**src/rtl/fifo_rd_stream.sv**
```systemverilog
// fifo_rd_stream: pulls words from a synchronous FIFO read port (1-cycle read
// latency) and presents them as a valid/ready stream, split into packets of
// PKT_LEN beats. A 2-entry skid buffer absorbs the in-flight read so that
// pops can be issued speculatively while still sustaining one beat per cycle.
//
// Handshake rules: a beat transfers on a rising edge where m_valid & m_ready.
// m_valid does not depend on m_ready. Once m_valid rises, it stays high, and
// m_data/m_last stay stable, until the beat transfers.
module fifo_rd_stream #(
  parameter int WIDTH   = 4,
  parameter int PKT_LEN = 5
) (
  input  logic             sys_clk,
  input  logic             sys_rst_n,
  output logic             fifo_rden,
  input  logic [WIDTH-1:0] fifo_rddata,
  input  logic             fifo_empty,
  output logic             m_valid,
  output logic [WIDTH-1:0] m_data,
  output logic             m_last,
  input  logic             m_ready
);

  localparam logic [7:0] LP_LAST_BEAT = 8'(PKT_LEN - 1);

  // Skid buffer: r_buf0 is always the oldest word, r_buf1 the next one.
  logic [WIDTH-1:0] r_buf0;
  logic [WIDTH-1:0] r_buf1;
  logic [1:0]       r_buf_cnt;
  // High in the cycle where fifo_rddata carries the word popped last cycle.
  logic             r_inflight;
  logic [7:0]       r_beat_cnt;
  // Blocks pops until the first edge after reset release, so no read is
  // issued combinationally in the partial cycle following de-assertion.
  logic             r_run;

  logic             w_pop;
  logic [2:0]       w_occ_next;

  assign m_valid = (r_buf_cnt != 2'd0);
  assign m_data  = r_buf0;
  assign m_last  = m_valid & (r_beat_cnt == LP_LAST_BEAT);
  assign w_pop   = m_valid & m_ready;

  // Occupancy the buffer will have once the in-flight word lands and the
  // current beat (if any) leaves; a new pop is only safe if this is below 2.
  assign w_occ_next = {1'b0, r_buf_cnt} + {2'b00, r_inflight} - {2'b00, w_pop};
  assign fifo_rden  = r_run & ~fifo_empty & (w_occ_next < 3'd2);

  // Run enable: set on the first clock edge seen with reset released.
  always_ff @(posedge sys_clk or negedge sys_rst_n) begin
    if (!sys_rst_n) begin
      r_run <= 1'b0;
    end else begin
      r_run <= 1'b1;
    end
  end

  // In-flight flag: the FIFO returns data one cycle after each pop.
  always_ff @(posedge sys_clk or negedge sys_rst_n) begin
    if (!sys_rst_n) begin
      r_inflight <= 1'b0;
    end else begin
      r_inflight <= fifo_rden;
    end
  end

  // Skid buffer: accept returning read data, shift out on handshake.
  always_ff @(posedge sys_clk or negedge sys_rst_n) begin
    if (!sys_rst_n) begin
      r_buf0    <= '0;
      r_buf1    <= '0;
      r_buf_cnt <= 2'd0;
    end else begin
      case ({r_inflight, w_pop})
        2'b10: begin
          // Write only: land in the first free slot.
          if (r_buf_cnt == 2'd0) begin
            r_buf0 <= fifo_rddata;
          end else begin
            r_buf1 <= fifo_rddata;
          end
          r_buf_cnt <= r_buf_cnt + 2'd1;
        end
        2'b01: begin
          // Pop only: advance the head.
          r_buf0    <= r_buf1;
          r_buf_cnt <= r_buf_cnt - 2'd1;
        end
        2'b11: begin
          // Write and pop together: count unchanged, head advances.
          if (r_buf_cnt == 2'd1) begin
            r_buf0 <= fifo_rddata;
          end else begin
            r_buf0 <= r_buf1;
            r_buf1 <= fifo_rddata;
          end
        end
        default: begin
        end
      endcase
    end
  end

  // Packet beat counter: advances only on a completed handshake.
  always_ff @(posedge sys_clk or negedge sys_rst_n) begin
    if (!sys_rst_n) begin
      r_beat_cnt <= 8'd0;
    end else if (w_pop) begin
      if (r_beat_cnt == LP_LAST_BEAT) begin
        r_beat_cnt <= 8'd0;
      end else begin
        r_beat_cnt <= r_beat_cnt + 8'd1;
      end
    end
  end

endmodule

```
**config.mk**
```make
export PLATFORM = sky130hd
export DESIGN_NAME = fifo_rd_stream
export DESIGN_NICKNAME = d
export VERILOG_FILES = /design/src/rtl/fifo_rd_stream.sv
export SDC_FILE = /design/constraint.sdc
export NUM_CORES = 1
export LEC_CHECK = 0
export BUFFER_PORTS_ARGS = -buffer_cell sky130_fd_sc_hd__clkbuf_2
export CAP_MARGIN = 0
export CORE_MARGIN = 5
export CORE_UTILIZATION = 49
export CTS_CLUSTER_SIZE = 10
export DETAILED_ROUTE_END_ITERATION = 8
export PLACE_DENSITY = 0.73
export RECOVER_POWER = 25
export SYNTH_ARGS = -nofsm -noshare
export SYNTH_HDL_FRONTEND = slang
export SYNTH_SLANG_ARGS = --single-unit
```
**constraint.sdc**
```tcl
create_clock -name sys_clk -period 2.8 [get_ports sys_clk]
set_clock_uncertainty 0.2 [all_clocks]
set_input_delay 0.56 -clock sys_clk [delete_from_list [all_inputs] [get_ports sys_clk]]
set_output_delay 0.56 -clock sys_clk [all_outputs]
set_load 0.05 [all_outputs]
```
==> results.toml <==
[routing]
firstDrtPassIters = 4
vias_per_cell = 5.29
ant_nets = 0
dr.first_iter.drc_count = 19
num_vias = 799
top_layer = "met4"
wl_met2_mm = 1.09
totalWireLength_mm = 2.08
post_drt_wl_per_cell_um = 13.8
route.detailed.drc = 0
wl_met1_um = 918
met3_wirelength_um = 65

[synth]
syn-mean-instance-area_um2 = 11.0
ys.flop_type = "dfrtp_1"
synth_area_leaders = "dfrtp_1 47%, ha_1 8.3%, mux2_2 5.3%"
synth-edff-count = 0
ys_seq_area_frac = 0.473
synthArstFlopShare = 1.00
syn_inst = 96
synth_top_area_cell = "dfrtp_1"
synthesis.area_um2 = 1060
synthTopCellsByCount = "20 x dfrtp_1, 10 x o21ai_0, 7 x ha_1, 7 x inv_1"
yosysUniqueCellTypes = 29
ys_seq_elements = 20
syn-num-nets = 112
yosysTopAreaCellShare = 0.473
synthMostInstantiatedCell = "dfrtp_1"
ys_warn_count = 0

[clock_tree]
cts_hold_buf = 0
clockRootBuffer = "clkbuf_4"
cts.clk_slew.worst_paths_ns = 0.12
clk_latency_ns = 0.30
cts_buffer_depth = 2
cts_tree = "built"
clock_sinks = 20
h-tree-depth = 1
numCtsBuffers = 3

[min_path]
hold_path.class = "in2async"

[floorplanning]
io_pins = 15
core_area_um2 = 2000
dieArea_um2 = 3190
die_w_um = 56.5
start_util = 0.528
rows = 16
die_h_um = 56.5

[grt]
antenna_found_initial = 0
grt_pass1_vias = 833
overflow = 0
grt_max_degree = 21
track_usage = 0.146
grt_pass1_wl_mm = 3.68

[power_and_ir_drop]
p_leak_uw = 0.000611
power.density_nw_per_um2 = 1200
irDropWorstVdd_mv = 0.822

[critical_path]
reg2reg_depth = 9
cp-end-kind = "output pin"
worstPathRequired_ns = 2.04
r2r_start = "r_buf_cnt[1]"
crit_type = "reg2out"
r2r_slack_ns = 0.46
cp_max_fo = 2
cp_data_arrival_time_ns = 2.42
r2r_end = "r_buf1[0]"
critPathLaunch = "r_buf_cnt[1]"
cp-start-kind = "flip-flop"

[placement]
gp_congestion = 0.794
hpwlAfterDp_mm = 1.59
place.port_buffers = 14

[layout]
fin_util = 0.678
nFillCells = 159
antenna_cells = 0
num-nets-final = 141
area_growth_pct = 28.4
drive_gt1_frac = 0.387

[sta]
min_period_over_period = 1.14
worst_pin_slew_ns = 1.09
fin_hold_ws_ns = 0.223
final_hold_viol_count = 0
worst_slew_margin_rel = 0.273
drv_slew = 0
fin_ws_ns = -0.379
finalCriticalPeriod_ns = 3.18
finalSetupViolCount = 1
fmax_mhz = 315
grt_setup_unrepaired = "true"

[flow_run]
drv_cap = 0

[outcome]
violations = "setup timing"
status = "complete, but fails checks"
==> per-layer routing <==
metal | vias up | track usage
li1 | 393 | -
met2 | 7 | 0.246
met4 | 0 | 0.0576
met5 | - | 0
met3 | 2 | 0.0367
met1 | 397 | 0.178
==> cell usage in the layout, fill, tap and decap left out, types with 2 or more instances in the layout <==
cell / Yosys / final
dfrtp_1: 20 / 19
clkbuf_2: 0 / 11
o21ai_0: 10 / 10
buf_4: 0 / 10
nor2_1: 6 / 6
xnor2_1: 6 / 6
inv_1: 7 / 5
a31oi_1: 5 / 5
mux2_2: 5 / 5
ha_1: 7 / 5
nand2_1: 5 / 4
nand4_1: 4 / 4
clkbuf_4: 0 / 3
nand2b_4: 1 / 2
inv_2: 1 / 2
a21oi_1: 2 / 2
and3_1: 2 / 2
ha_4: 0 / 2
==> sequential cells by signal, indices dropped and copies added, names as in the netlist <==
name and cells:
m_data 4, r_buf1 4, r_buf_cnt 2, r_run 1
r_beat_cnt 8, r_inflight 1
==> metrics by stage <==
step | std cells | worst slack (ns) | total power (uW) | setup TNS (ns) | area, um2
6_report | 151 | -0.379 | 1640 | -0.379 | 1360
5_1_grt | 151 | -0.492 | 1770 | -0.492 | 1360
4_1_cts | 151 | -0.421 | 1640 | -0.421 | 1350
3_5_place_dp | 145 | -0.0770 | 1440 | -0.0770 | 1290
3_3_place_gp | 145 | -0.0156 | 1400 | -0.0156 | 1290
2_1_floorplan | 96 | -0.208 | 1180 | -0.208 | 1110
==> area by class of cell <==
type	count	area, um2	area share
clock buffer	4	36.3	0.0267
timing repair buffer	24	159	0.117
tap	27	33.8	0.0249
inverter	8	35.0	0.0258
sequential	20	502	0.370
multi-input combinational	68	592	0.436
==> power breakdown <==
group          total (uW)  switching [uW]  internal, uW  leakage, uW
Combinational         956             538           418     0.000344
Clock                 170            90.6          79.3    0.0000210
Sequential            510             101           409     0.000246
Total                1640             730           906     0.000611
==> kinds of logic (layout without fill, tap and decap cells) <==
family,after synthesis,in the layout,share of synthesized area
and+or+nand+nor,26,26,0.150
AOI/OAI and AO/OA,21,21,0.131
DFF,20,20,0.473
adders and majority gates,8,8,0.102
buffers and inverters,8,36,0.0284
xor gates and xnor gates,7,7,0.0580
muxes,5,5,0.0533
other,1,1,0.00355
==> worst max-delay path: stages (launching register included) <==
cell and delay (ns):
dfrtp_2 0.43, inv_2 0.08, ha_4 0.13, nand2b_4 0.14
inv_6 0.03, ha_4 0.20, nand2b_4 0.14, fa_2 0.52
nand2_2 0.06, nor3_4 0.21, buf_12 0.16
==> what timing repair did <==
| item | in CTS | in global routing |
|---|---|---|
| setup endpoints to repair | 1 | 2 |
| pin swaps | 2 | 1 |
| setup buffers | 2 | 0 |
| gates resized for setup | 1 | 2 |
==> worst max path at each step <==
stage,to,cells after the start
2_1_floorplan,fifo_rden,9
3_3_place_gp,fifo_rden,9
3_5_place_dp,fifo_rden,10
4_1_cts,fifo_rden,10
5_1_grt,fifo_rden,10
6_report,fifo_rden,10
No activity file was read; power rests on OpenSTA's default activity.
